$ cat config.mk
export PLATFORM = sky130hd
export DESIGN_NAME = hammer_campaign_ctrl
export DESIGN_NICKNAME = d
export VERILOG_FILES = /design/src/rtl/hammer_campaign_ctrl.sv
export SDC_FILE = /design/constraint.sdc
export NUM_CORES = 1
export LEC_CHECK = 0
export ABC_CLOCK_PERIOD_IN_PS = 8000
export CAP_MARGIN = 10
export CORE_AREA = 4 4 257 259
export CTS_BUF_LIST = sky130_fd_sc_hd__clkbuf_2 sky130_fd_sc_hd__clkbuf_4 sky130_fd_sc_hd__clkbuf_8
export DETAILED_ROUTE_END_ITERATION = 7
export DIE_AREA = 0 0 261 263
export GPL_ROUTABILITY_DRIVEN = 0
export PLACE_DENSITY = 0.59
export REMOVE_ABC_BUFFERS = 1
export SLEW_MARGIN = 40
export SYNTH_ARGS = -nofsm -noshare
export SYNTH_HDL_FRONTEND = slang
export SYNTH_SLANG_ARGS = --single-unit
$ cat constraint.sdc
create_clock -name clk -period 8 [get_ports clk]
set_clock_uncertainty 0.05 [all_clocks]
set_input_delay 1.6 -clock clk [delete_from_list [all_inputs] [get_ports clk]]
set_output_delay 1.6 -clock clk [all_outputs]
set_load 0.01 [all_outputs]
$ cat src/rtl/hammer_campaign_ctrl.sv
// Walks the rowhammer engine over a range of victim rows: loads each row, releases the
// engine, collects its bit-flip count, streams it out and keeps campaign totals.
module hammer_campaign_ctrl #(
   parameter int ADDR_WIDTH = 64,
   parameter int WORD_WIDTH = 64,
   parameter int ROW_WIDTH  = 12,
   parameter int ROW_POS    = 10
) (
   input  logic                  clk,
   input  logic                  reset,
   input  logic                  start,
   input  logic                  abort,
   input  logic [ADDR_WIDTH-1:0] cfg_base_addr,
   input  logic [ROW_WIDTH-1:0]  cfg_row_first,
   input  logic [ROW_WIDTH-1:0]  cfg_row_last,
   input  logic [ROW_WIDTH-1:0]  cfg_row_stride,
   input  logic [WORD_WIDTH-1:0] cfg_pattern,
   input  logic                  cfg_invert,
   input  logic [31:0]           cfg_count,
   output logic                  eng_reset,
   output logic [ADDR_WIDTH-1:0] eng_address,
   output logic [WORD_WIDTH-1:0] eng_pattern,
   output logic [31:0]           eng_count,
   input  logic [3:0]            eng_state,
   input  logic [63:0]           eng_flips,
   output logic                  res_valid,
   input  logic                  res_ready,
   output logic [ROW_WIDTH-1:0]  res_row,
   output logic [63:0]           res_flips,
   output logic                  busy,
   output logic                  done,
   output logic                  aborted,
   output logic [ROW_WIDTH:0]    rows_tested,
   output logic [63:0]           total_flips,
   output logic [ROW_WIDTH-1:0]  max_row,
   output logic [63:0]           max_flips,
   output logic [2:0]            dbg_state_o
);

   typedef enum logic [2:0] {
      S_IDLE, S_CHECK, S_LOAD, S_RUN, S_REPORT, S_NEXT, S_DONE
   } state_t;

   localparam logic [ROW_WIDTH-1:0] ROW_MAX    = '1;
   localparam logic [3:0]           ENG_FINISH = 4'd4;

   state_t                state_q, state_d;
   logic                  load_cnt_q, load_cnt_d;
   logic [ROW_WIDTH-1:0]  cur_row_q, cur_row_d;
   logic [ADDR_WIDTH-1:0] base_q, base_d;
   logic [ROW_WIDTH-1:0]  last_q, last_d;
   logic [ROW_WIDTH-1:0]  stride_q, stride_d;
   logic [WORD_WIDTH-1:0] pattern_q, pattern_d;
   logic                  invert_q, invert_d;
   logic [31:0]           count_q, count_d;
   logic [63:0]           flips_q, flips_d;
   logic [ROW_WIDTH:0]    rows_q, rows_d;
   logic [63:0]           total_q, total_d;
   logic [ROW_WIDTH-1:0]  max_row_q, max_row_d;
   logic [63:0]           max_flips_q, max_flips_d;
   logic                  done_q, done_d;
   logic                  aborted_q, aborted_d;

   logic                  busy_w;
   logic [ROW_WIDTH:0]    row_sum;
   logic [64:0]           flip_sum;

   assign busy_w   = (state_q != S_IDLE) && (state_q != S_DONE);
   assign row_sum  = {1'b0, cur_row_q} + {1'b0, stride_q};
   assign flip_sum = {1'b0, total_q} + {1'b0, flips_q};

   always_ff @(posedge clk) begin
      if (reset) begin
         state_q     <= S_IDLE;
         load_cnt_q  <= 1'b0;
         cur_row_q   <= '0;
         base_q      <= '0;
         last_q      <= '0;
         stride_q    <= '0;
         pattern_q   <= '0;
         invert_q    <= 1'b0;
         count_q     <= '0;
         flips_q     <= '0;
         rows_q      <= '0;
         total_q     <= '0;
         max_row_q   <= '0;
         max_flips_q <= '0;
         done_q      <= 1'b0;
         aborted_q   <= 1'b0;
      end else begin
         state_q     <= state_d;
         load_cnt_q  <= load_cnt_d;
         cur_row_q   <= cur_row_d;
         base_q      <= base_d;
         last_q      <= last_d;
         stride_q    <= stride_d;
         pattern_q   <= pattern_d;
         invert_q    <= invert_d;
         count_q     <= count_d;
         flips_q     <= flips_d;
         rows_q      <= rows_d;
         total_q     <= total_d;
         max_row_q   <= max_row_d;
         max_flips_q <= max_flips_d;
         done_q      <= done_d;
         aborted_q   <= aborted_d;
      end
   end

   // Result port: res_valid is high for the whole REPORT state with res_row/res_flips
   // frozen; the first cycle that also has res_ready high is the transfer.
   always_comb begin
      state_d     = state_q;
      load_cnt_d  = load_cnt_q;
      cur_row_d   = cur_row_q;
      base_d      = base_q;
      last_d      = last_q;
      stride_d    = stride_q;
      pattern_d   = pattern_q;
      invert_d    = invert_q;
      count_d     = count_q;
      flips_d     = flips_q;
      rows_d      = rows_q;
      total_d     = total_q;
      max_row_d   = max_row_q;
      max_flips_d = max_flips_q;
      done_d      = done_q;
      aborted_d   = aborted_q;

      if (abort && busy_w) begin
         state_d   = S_DONE;
         aborted_d = 1'b1;
      end else begin
         case (state_q)
            S_IDLE: begin
               if (start && !abort) begin
                  base_d      = cfg_base_addr;
                  last_d      = cfg_row_last;
                  stride_d    = (cfg_row_stride == '0) ? ROW_WIDTH'(1) : cfg_row_stride;
                  pattern_d   = cfg_pattern;
                  invert_d    = cfg_invert;
                  count_d     = cfg_count;
                  cur_row_d   = cfg_row_first;
                  rows_d      = '0;
                  total_d     = '0;
                  max_row_d   = '0;
                  max_flips_d = '0;
                  done_d      = 1'b0;
                  aborted_d   = 1'b0;
                  state_d     = S_CHECK;
               end
            end
            S_CHECK: begin
               if (cur_row_q > last_q) begin
                  state_d = S_DONE;
               end else if ((cur_row_q == '0) || (cur_row_q == ROW_MAX)) begin
                  state_d = S_NEXT;
               end else begin
                  load_cnt_d = 1'b0;
                  state_d    = S_LOAD;
               end
            end
            S_LOAD: begin
               if (load_cnt_q) state_d = S_RUN;
               else            load_cnt_d = 1'b1;
            end
            S_RUN: begin
               if (eng_state == ENG_FINISH) begin
                  flips_d = eng_flips;
                  state_d = S_REPORT;
               end
            end
            S_REPORT: begin
               if (res_ready) begin
                  rows_d  = rows_q + (ROW_WIDTH+1)'(1);
                  total_d = flip_sum[64] ? '1 : flip_sum[63:0];
                  if (flips_q > max_flips_q) begin
                     max_row_d   = cur_row_q;
                     max_flips_d = flips_q;
                  end
                  state_d = S_NEXT;
               end
            end
            S_NEXT: begin
               if ((cur_row_q == last_q) || row_sum[ROW_WIDTH]) begin
                  state_d = S_DONE;
               end else begin
                  cur_row_d = row_sum[ROW_WIDTH-1:0];
                  state_d   = S_CHECK;
               end
            end
            S_DONE:  state_d = S_IDLE;
            default: state_d = S_IDLE;
         endcase
      end

      if (state_d == S_DONE) done_d = 1'b1;
   end

   // Row field of the base address is overwritten by the row under test.
   always_comb begin
      eng_address = base_q;
      eng_address[ROW_POS +: ROW_WIDTH] = cur_row_q;
   end

   assign eng_reset   = (state_q != S_RUN);
   assign eng_pattern = (invert_q && rows_q[0]) ? ~pattern_q : pattern_q;
   assign eng_count   = count_q;
   assign res_valid   = (state_q == S_REPORT);
   assign res_row     = cur_row_q;
   assign res_flips   = flips_q;
   assign busy        = busy_w;
   assign done        = done_q;
   assign aborted     = aborted_q;
   assign rows_tested = rows_q;
   assign total_flips = total_q;
   assign max_row     = max_row_q;
   assign max_flips   = max_flips_q;
   assign dbg_state_o = state_q;

endmodule
Word-level counts from Yosys, hierarchy flattened --
Index checks and enable logic that the tools add are counted.
Word-level totals: register bits 420, input port bits 270, word-level logic and storage cells 103
Operators by class: $add $sub $neg 3, $lt $le $gt $ge 2, equality and inequality tests 18, muxes and demuxes 36, bitwise logic cells 2, reduce and logical (&&, ||, !) cells 26
Operators by type and width (number):
- $mux 64 | 6
- $pmux 64 s2 | 2
- $mux 12 | 6
- $add 64x64->65 | 1
- $gt 64x64->1 | 1
- $not 64->64 | 1
- $pmux 12 s2 | 2
- $mux 13 | 2
- $pmux 13 s2 | 1
- $logic_not 12->1 | 2
- $mux 3 | 8
- $pmux 3 s6 | 1
- $reduce_bool 2->1 | 7
- $add 12x12->13 | 1
- $add 13x1->13 const B | 1
- $eq 12x12->1 | 1
- $eq 12x12->1 const B | 1
- $gt 12x12->1 | 1
- $reduce_and 4->1 | 3
- $eq 3x3->1 const B | 3
- $reduce_and 3->1 | 3
- $ne 2x2->1 const B | 4
- $mux 1 | 7
- $eq 3x2->1 const B | 2
- 14 further kinds | 20

Logic depth before layout (Yosys ltp) --
Gate-level depths: netlist of run 1.
depth after elaboration 9, depth in mapped cells 14

Worst setup path after synthesis of run 1 --
Ideal clock, no wire load.
path kind input -> register, from input abort, to register rows_q[11], in the netlist rows_tested[11], setup time 0.071 ns, data arrival time 3.233 ns, slack 4.647 ns, stages on the path 8, buffers on the path 2, path through clkbuf_1 -> and3b_1 -> clkbuf_1 -> nor2_1 -> nor2_1 -> nand4_1 -> or3_1 -> a21oi_1
On the way: cells in the longest elaborated chain, start to end 4
Ends and longest elaborated chain:
- start, declared | line 12 | input logic abort,
- $logic_not 1->1 | line 136 | if (start && !abort) begin
- $logic_and 1x1->1 | line 136
- $ne 2x2->1 (no source line)
- $reduce_and 4->1 (no source line) *
- end signal, assigned | line 101 | rows_q <= rows_d;
- end, declared | line 57 | logic [ROW_WIDTH:0] rows_q, rows_d;
Every way passes the cells marked *; elsewhere a longest branch is shown, timed or not. A chain may end at the register's enable or synchronous reset.

Worst setup path after layout of run 1 --
from register rows_q[0], in the netlist rows_tested[0], to output eng_pattern[37]
On the way: cells in the longest elaborated chain, start to end 2
Ends and longest elaborated chain:
- $logic_and 1x1->1 | line 207 | assign eng_pattern = (invert_q && rows_q[0]) ? ~pattern_q : pattern_q;
- $mux 64 | line 207
- end, declared | line 22 | output logic [WORD_WIDTH-1:0] eng_pattern,
No other way between the ends.

==> results of run 1 <==
[cells by family (layout without fill, tap and decap cells)]
kind of cell	Yosys count	count (layout)	synth area share, %
buf+inv	289	923	5.58
mux	19	19	0.883
simple gates	1042	1042	21.2
xor+xnor	138	138	5.58
compound gates	742	742	20.1
flops	408	408	37.7
fa+ha+maj	155	155	9.01
other cells	0	13	0
[Yosys cell counts (17+ instances only)]
cell type  count
nor2_1       117
clkbuf_1     133
nand3_1       84
nand2_1      622
inv_1        105
a21oi_1      441
mux2i_1       18
o21ai_0       85
xor2_1        34
a211oi_1      33
nor3_1        33
dfxtp_1      408
xnor2_1      104
nand4_1       36
a21o_1        62
and2_1        17
nand2b_1      71
ha_1         153
[layout make-up]
| cell class | count | area (um^2) | area share, % |
|---|---|---|---|
| antenna | 13 | 32.5 | 0.107 |
| clock inverter | 12 | 129 | 0.422 |
| clock buffer | 129 | 1560 | 5.10 |
| inverter | 105 | 394 | 1.29 |
| tap | 855 | 1070 | 3.51 |
| sequential | 408 | 8170 | 26.8 |
| multi-input combinational | 2096 | 12400 | 40.5 |
| timing repair buffer | 677 | 6800 | 22.3 |
[sequential cells by signal (all words and copies together), names as in the netlist]
signal,flops
base_q,52
total_flips,64
max_flips,64
res_flips,64
pattern_q,64
aborted,1
done,1
eng_count,32
invert_q,1
load_cnt_q,1
rows_tested,13
res_row,12
last_q,12
dbg_state_o,3
stride_q,12
max_row,12
[placed cells by master (no fill, tap or decap), types with 5 or more instances in the layout]
cell / synthesis / layout
ha_1: 153 / 153
a21oi_2: 6 / 6
nor3_1: 33 / 33
and2_1: 17 / 16
a21boi_0: 5 / 5
o211ai_1: 8 / 8
o21ai_1: 7 / 7
mux2i_1: 18 / 18
clkbuf_4: 0 / 35
o31ai_1: 9 / 9
nand4_1: 36 / 36
a211oi_1: 33 / 33
a31oi_1: 6 / 6
xnor2_1: 104 / 104
clkbuf_8: 0 / 94
o21bai_1: 10 / 10
o21ai_0: 85 / 85
xor2_1: 34 / 34
and3_1: 7 / 7
nor4_1: 9 / 9
a21o_1: 62 / 62
nand3_1: 84 / 84
nand2b_1: 71 / 71
inv_1: 105 / 105
nand2_1: 622 / 620
or3_1: 10 / 10
buf_4: 13 / 13
dfxtp_1: 408 / 408
a221o_1: 7 / 7
nor2_1: 117 / 112
clkdlybuf4s50_1: 0 / 653
diode_2: 0 / 13
o21a_1: 11 / 11
buf_6: 7 / 5
a22o_1: 6 / 6
a21oi_1: 441 / 440
nor2b_1: 15 / 15
[routing by layer]
layer | GRT usage, % | vias up | share of wire (%)
met5 | 0 | - | 0.031
met4 | 9.78 | 4 | 3.7
met3 | 7.22 | 150 | 8.4
met2 | 38.3 | 728 | 46
met1 | 30.1 | 9902 | 42
li1 | - | 10700 | -
[path summary, 6_finish.rpt]
kind,slack [ps],depth (start not counted),to
worst min-delay path,400,2,base_q[32]
worst max register to register,3860,11,max_flips[13]
worst max-delay path,3100,4,eng_pattern[37]
worst min register to register,400,2,base_q[32]
[power groups by stage]
stage / Clock [mW] / Sequential, mW / Combinational [mW]
2_1_floorplan: 0 / 2.38 / 0.631
3_3_place_gp: 0 / 2.36 / 1.37
3_5_place_dp: 0 / 2.37 / 1.38
4_1_cts: 2.32 / 2.33 / 1.39
5_1_grt: 2.40 / 2.35 / 1.50
6_report: 2.25 / 2.33 / 1.38
[stage by stage]
| step | cell area (um^2) | utilization (%) |
|---|---|---|
| after floorplan | 20900 | - |
| after global placement | 28700 | 45.0 |
| after detailed placement | 28800 | 45.1 |
| final | 30500 | 47.8 |
| after global routing | 30500 | 47.7 |
| after CTS | 30500 | 47.7 |
[worst max-delay path: stages (launching register included)]
cell and delay, ps:
dfxtp_1 540, nand2_4 370, buf_4 460, xnor2_1 500
clkdlybuf4s50_1 660
==> impl_metrics.py, run 1 <==
metrics = {
    "sta": {
        "slew_headroom_pct": 43.0,
        "finalHoldViolations": 0,
        "rsz0062_at_grt": "false",
        "fmax_mhz": 204,
        "holdWs_ps": 402,
        "fin_ws_ps": 3100,
        "slew_violations": 0,
        "finalCriticalPeriod_ps": 4900,
        "finalCritPeriodShare_pct": 61.2,
        "setup_tns_ps": 0,
        "setup_viol": 0,
        "max_slew.worst_pin.slew_ps": 847,
    },
    "critical_path": {
        "startpoint_type": "flip-flop",
        "worst_ep_required_time_ps": 6350,
        "cp-startpoint": "rows_tested[0]",
        "crit_path_end_kind": "primary output",
        "crit_arrival_ps": 3250,
        "r2r_start": "res_flips[21]",
        "critPathMaxFanout": 37,
        "crit_type": "reg2out",
    },
    "finish": {
        "layout.nets": 3793,
        "layout-drive-gt1-share_pct": 5.87,
        "finalNonFillerCells": 4295,
        "area_growth_syn_to_layout_pct": 40.7,
        "n_fill_cell": 6320,
    },
    "run_status": {
        "status": "finished, final reports clean",
    },
    "power": {
        "internal-power_mw": 4.10,
        "power_mw": 5.95,
        "clkPwrFrac_pct": 37.7,
        "combPwrFrac_pct": 23.2,
        "ir_worst_vdd_mv": 0.148,
        "p_leak_nw": 11.6,
        "pwr-share-seq_pct": 39.1,
        "swShare_pct": 31.2,
        "powerDensity_nw_per_um2": 195,
        "switchingPower_mw": 1.86,
    },
    "drt": {
        "first_pass_iters": 5,
        "routed_wl_um": 86000,
        "drc": 0,
        "viasPerCell": 5.00,
        "wl_per_cell_um": 20.0,
        "vias": 21500,
        "ant_nets": 0,
        "first_iter_violations": 1467,
    },
    "global_routing": {
        "grt_pass1_vias": 20600,
        "antenna_found_initial": 18,
        "overflow": 0,
        "grt_pass1_wl_um": 127000,
        "grt_usage_pct": 24.0,
        "grt_max_degree": 113,
    },
    "yosys": {
        "ys_warn_count": 0,
        "netlist_top_cells_area": "dfxtp_1 (38%), nand2_1 (11%), a21oi_1 (10%)",
        "syn_area_per_cell_um2": 7.76,
        "yosys.area.top_type_share_pct": 37.7,
        "netlist_instances": 2793,
        "synthFlopType": "dfxtp_1",
        "synth_edf_count": 0,
        "synth_top_cell_by_area": "dfxtp_1",
        "synth_area_um2": 21700,
        "synth-seq-cells": 408,
        "synth_cell_types": 77,
        "ys_seq_area_share_pct": 37.7,
        "ys_async_sr_fraction_pct": 0,
    },
    "placement": {
        "port-buffer-count": 654,
        "pre_cts_slack_ps": 3410,
        "dpl.cell_count": 4141,
        "place.detailed.hpwl_um": 63800,
    },
    "floorplan": {
        "io_pins": 667,
        "initial_utilization_pct": 33.9,
        "core_area_um2": 63900,
        "die_area_um2": 68600,
        "rows": 93,
        "die_w_um": 261,
        "die-height_um": 263,
    },
    "clock_tree": {
        "path_clk_slew_ps": 50,
        "root_buffer": "clkbuf_8",
        "cts_setup_buffers": 0,
        "cts_tree": "built",
        "insertion_delay_ps": 670,
        "cts_made_buffers": 80,
        "ctsResizeCount": 0,
        "ctsHoldBuffers": 0,
        "cts-htree-levels": 3,
        "clock_path_buffers": 3,
        "cts_sinks": 408,
    },
    "hold_path": {
        "min_from": "base_q[32]",
        "hold_path_class": "reg2reg",
    },
    "run": {
        "drv_cap": 0,
    },
}
(Power assumes the default switching activity.)
==> run 2, diff against run 1 <==
- ABC_CLOCK_PERIOD_IN_PS: 8000 -> 4700
- clock period: 8 -> 4.7 ns (I/O delays scaled with it)
==> impl_metrics.py, run 2 (synthesis results as in run 1) <==
metrics = {
    "sta": {
        "finalCritPeriodShare_pct": 85.6,
        "slew_violations": 0,
        "fmax_mhz": 249,
        "holdWs_ps": 400,
        "finalHoldViolations": 0,
        "rsz0062_at_grt": "false",
        "max_slew.worst_pin.slew_ps": 796,
        "slew_headroom_pct": 46.9,
        "setup_viol": 0,
        "finalCriticalPeriod_ps": 4020,
    },
    "clock_tree": {
        "ctsResizeCount": 0,
        "path_clk_slew_ps": 50,
        "cts_setup_buffers": 0,
        "ctsHoldBuffers": 0,
        "insertion_delay_ps": 690,
        "cts_tree": "built",
        "cts-htree-levels": 3,
        "clock_path_buffers": 3,
        "cts_made_buffers": 82,
        "root_buffer": "clkbuf_8",
        "cts_sinks": 408,
    },
    "power": {
        "p_leak_nw": 11.7,
        "switchingPower_mw": 3.24,
        "powerDensity_nw_per_um2": 336,
        "combPwrFrac_pct": 23.2,
        "clkPwrFrac_pct": 38.5,
        "pwr-share-seq_pct": 38.3,
        "swShare_pct": 31.4,
        "internal-power_mw": 7.06,
        "ir_worst_vdd_mv": 0.338,
    },
    "global_routing": {
        "grt_pass1_vias": 20400,
        "busiest_layer": "met2",
        "grt_max_degree": 172,
        "use_met2_pct": 38.9,
        "antenna_found_initial": 12,
        "overflow": 0,
        "grt_pass1_wl_um": 128000,
        "use_met1_pct": 30.6,
        "use_met3_pct": 7.24,
        "grt_usage_pct": 24.1,
    },
    "floorplan": {
        "die-height_um": 263,
        "io_pins": 667,
        "rows": 93,
        "initial_utilization_pct": 33.9,
        "core_area_um2": 63900,
        "die_w_um": 261,
        "die_area_um2": 68600,
    },
    "finish": {
        "final_cell_mix": "clkdlybuf4s50_1 (653), nand2_1 (620), a21oi_1 (440)",
        "mostFrequentLayoutCell": "clkdlybuf4s50_1",
        "multi_input_area_um2": 12400,
        "finalNonFillerCells": 4302,
        "regArea_um2": 8170,
        "layout.nets": 3803,
        "area_growth_syn_to_layout_pct": 41.5,
        "n_fill_cell": 6362,
        "layout-drive-gt1-share_pct": 6.14,
        "post-route-util_pct": 48.0,
    },
    "drt": {
        "ant_nets": 0,
        "wl_per_cell_um": 20.2,
        "drc": 0,
        "vias": 21500,
        "first_iter_violations": 1520,
        "routed_wl_um": 86800,
        "first_pass_iters": 5,
        "viasPerCell": 4.99,
    },
    "hold_path": {
        "min_from": "base_q[33]",
        "whs_endpoint": "base_q[33]",
        "hold_depth": 2,
        "hold_path_class": "reg2reg",
    },
    "critical_path": {
        "r2r-end": "max_row[8]",
        "startpoint_type": "flip-flop",
        "r2r_start": "max_flips[61]",
        "r2r_slack_ps": 690,
        "critPathMaxFanout": 36,
        "r2r_cells": 11,
        "crit_arrival_ps": 3030,
        "worst_path_max_delay_cell": "clkdlybuf4s50_1",
        "crit_type": "reg2out",
        "path_cells": "nand2_4 > xnor2_1 > clkdlybuf4s50_1",
        "worst_ep_required_time_ps": 3710,
        "max_stage_delay_ps": 660,
        "crit_path_end_kind": "primary output",
    },
    "run_status": {
        "status": "finished, final reports clean",
    },
    "placement": {
        "dpl.cell_count": 4147,
        "port-buffer-count": 654,
        "place.detailed.hpwl_um": 64300,
    },
    "run": {
        "drv_cap": 0,
    },
}
## run 2: changes by cell type in the layout (fill, tap and decap cells not counted), sizes merged
cell      delta
clkinv       +5
clkbuf       -7
inv          +3
clkinvlp     +1
diode        -4
buf          +8
bufinv       +1
## run 2: area by class of cell
cell class	instances	share of cell area, %
sequential	408	26.6
tap	855	3.49
inverter	105	1.28
timing repair buffer	685	22.5
clock buffer	122	5.03
antenna	9	0.0734
clock inverter	22	0.722
multi-input combinational	2096	40.3
## run 2: critical path: cells and delay by family, from the launching register on
kind          cells  cell delay (ps)
xor+xnor          1              640
buf+inv           1              660
flops             1              590
simple gates      1              450
## run 2: how the worst max path moves through the flow
stage | start | end | slack (ps) | cells past startpoint
CTS | rows_tested[0] | eng_pattern[14] | 600 | 4
global route | max_flips[60] | max_row[5] | 440 | 11
finish | rows_tested[0] | eng_pattern[0] | 680 | 3
detailed placement | max_flips[61] | max_row[9] | 660 | 11
floorplan | abort | max_flips[59] | -5160 | 5
global placement | max_flips[61] | max_row[6] | 710 | 11
## run 2: power groups by stage
stage               sequential [mW]  combinational (mW)  clock [mW]
floorplan                      4.05                1.07           0
global placement               4.01                2.37           0
detailed placement             4.02                2.38           0
CTS                            3.94                2.39        4.09
global route                   3.98                2.58        4.26
finish                         3.94                2.39        3.97
## run 2: layer usage
metal	vias to the layer above	wire length [um]
met1	9913	36600
met3	126	7240
li1	10700	-
met4	4	2560
met5	-	27
met2	680	40300
## run 2: through the flow
stage | setup TNS [ps] | area (um^2) | worst slack [ps] | power [mW]
floorplan | -535310 | 20900 | -5160 | 5.12
global placement | 0 | 28800 | 714 | 6.38
detailed placement | 0 | 28800 | 658 | 6.40
CTS | 0 | 30600 | 598 | 10.4
global route | 0 | 30700 | 435 | 10.8
finish | 0 | 30700 | 677 | 10.3
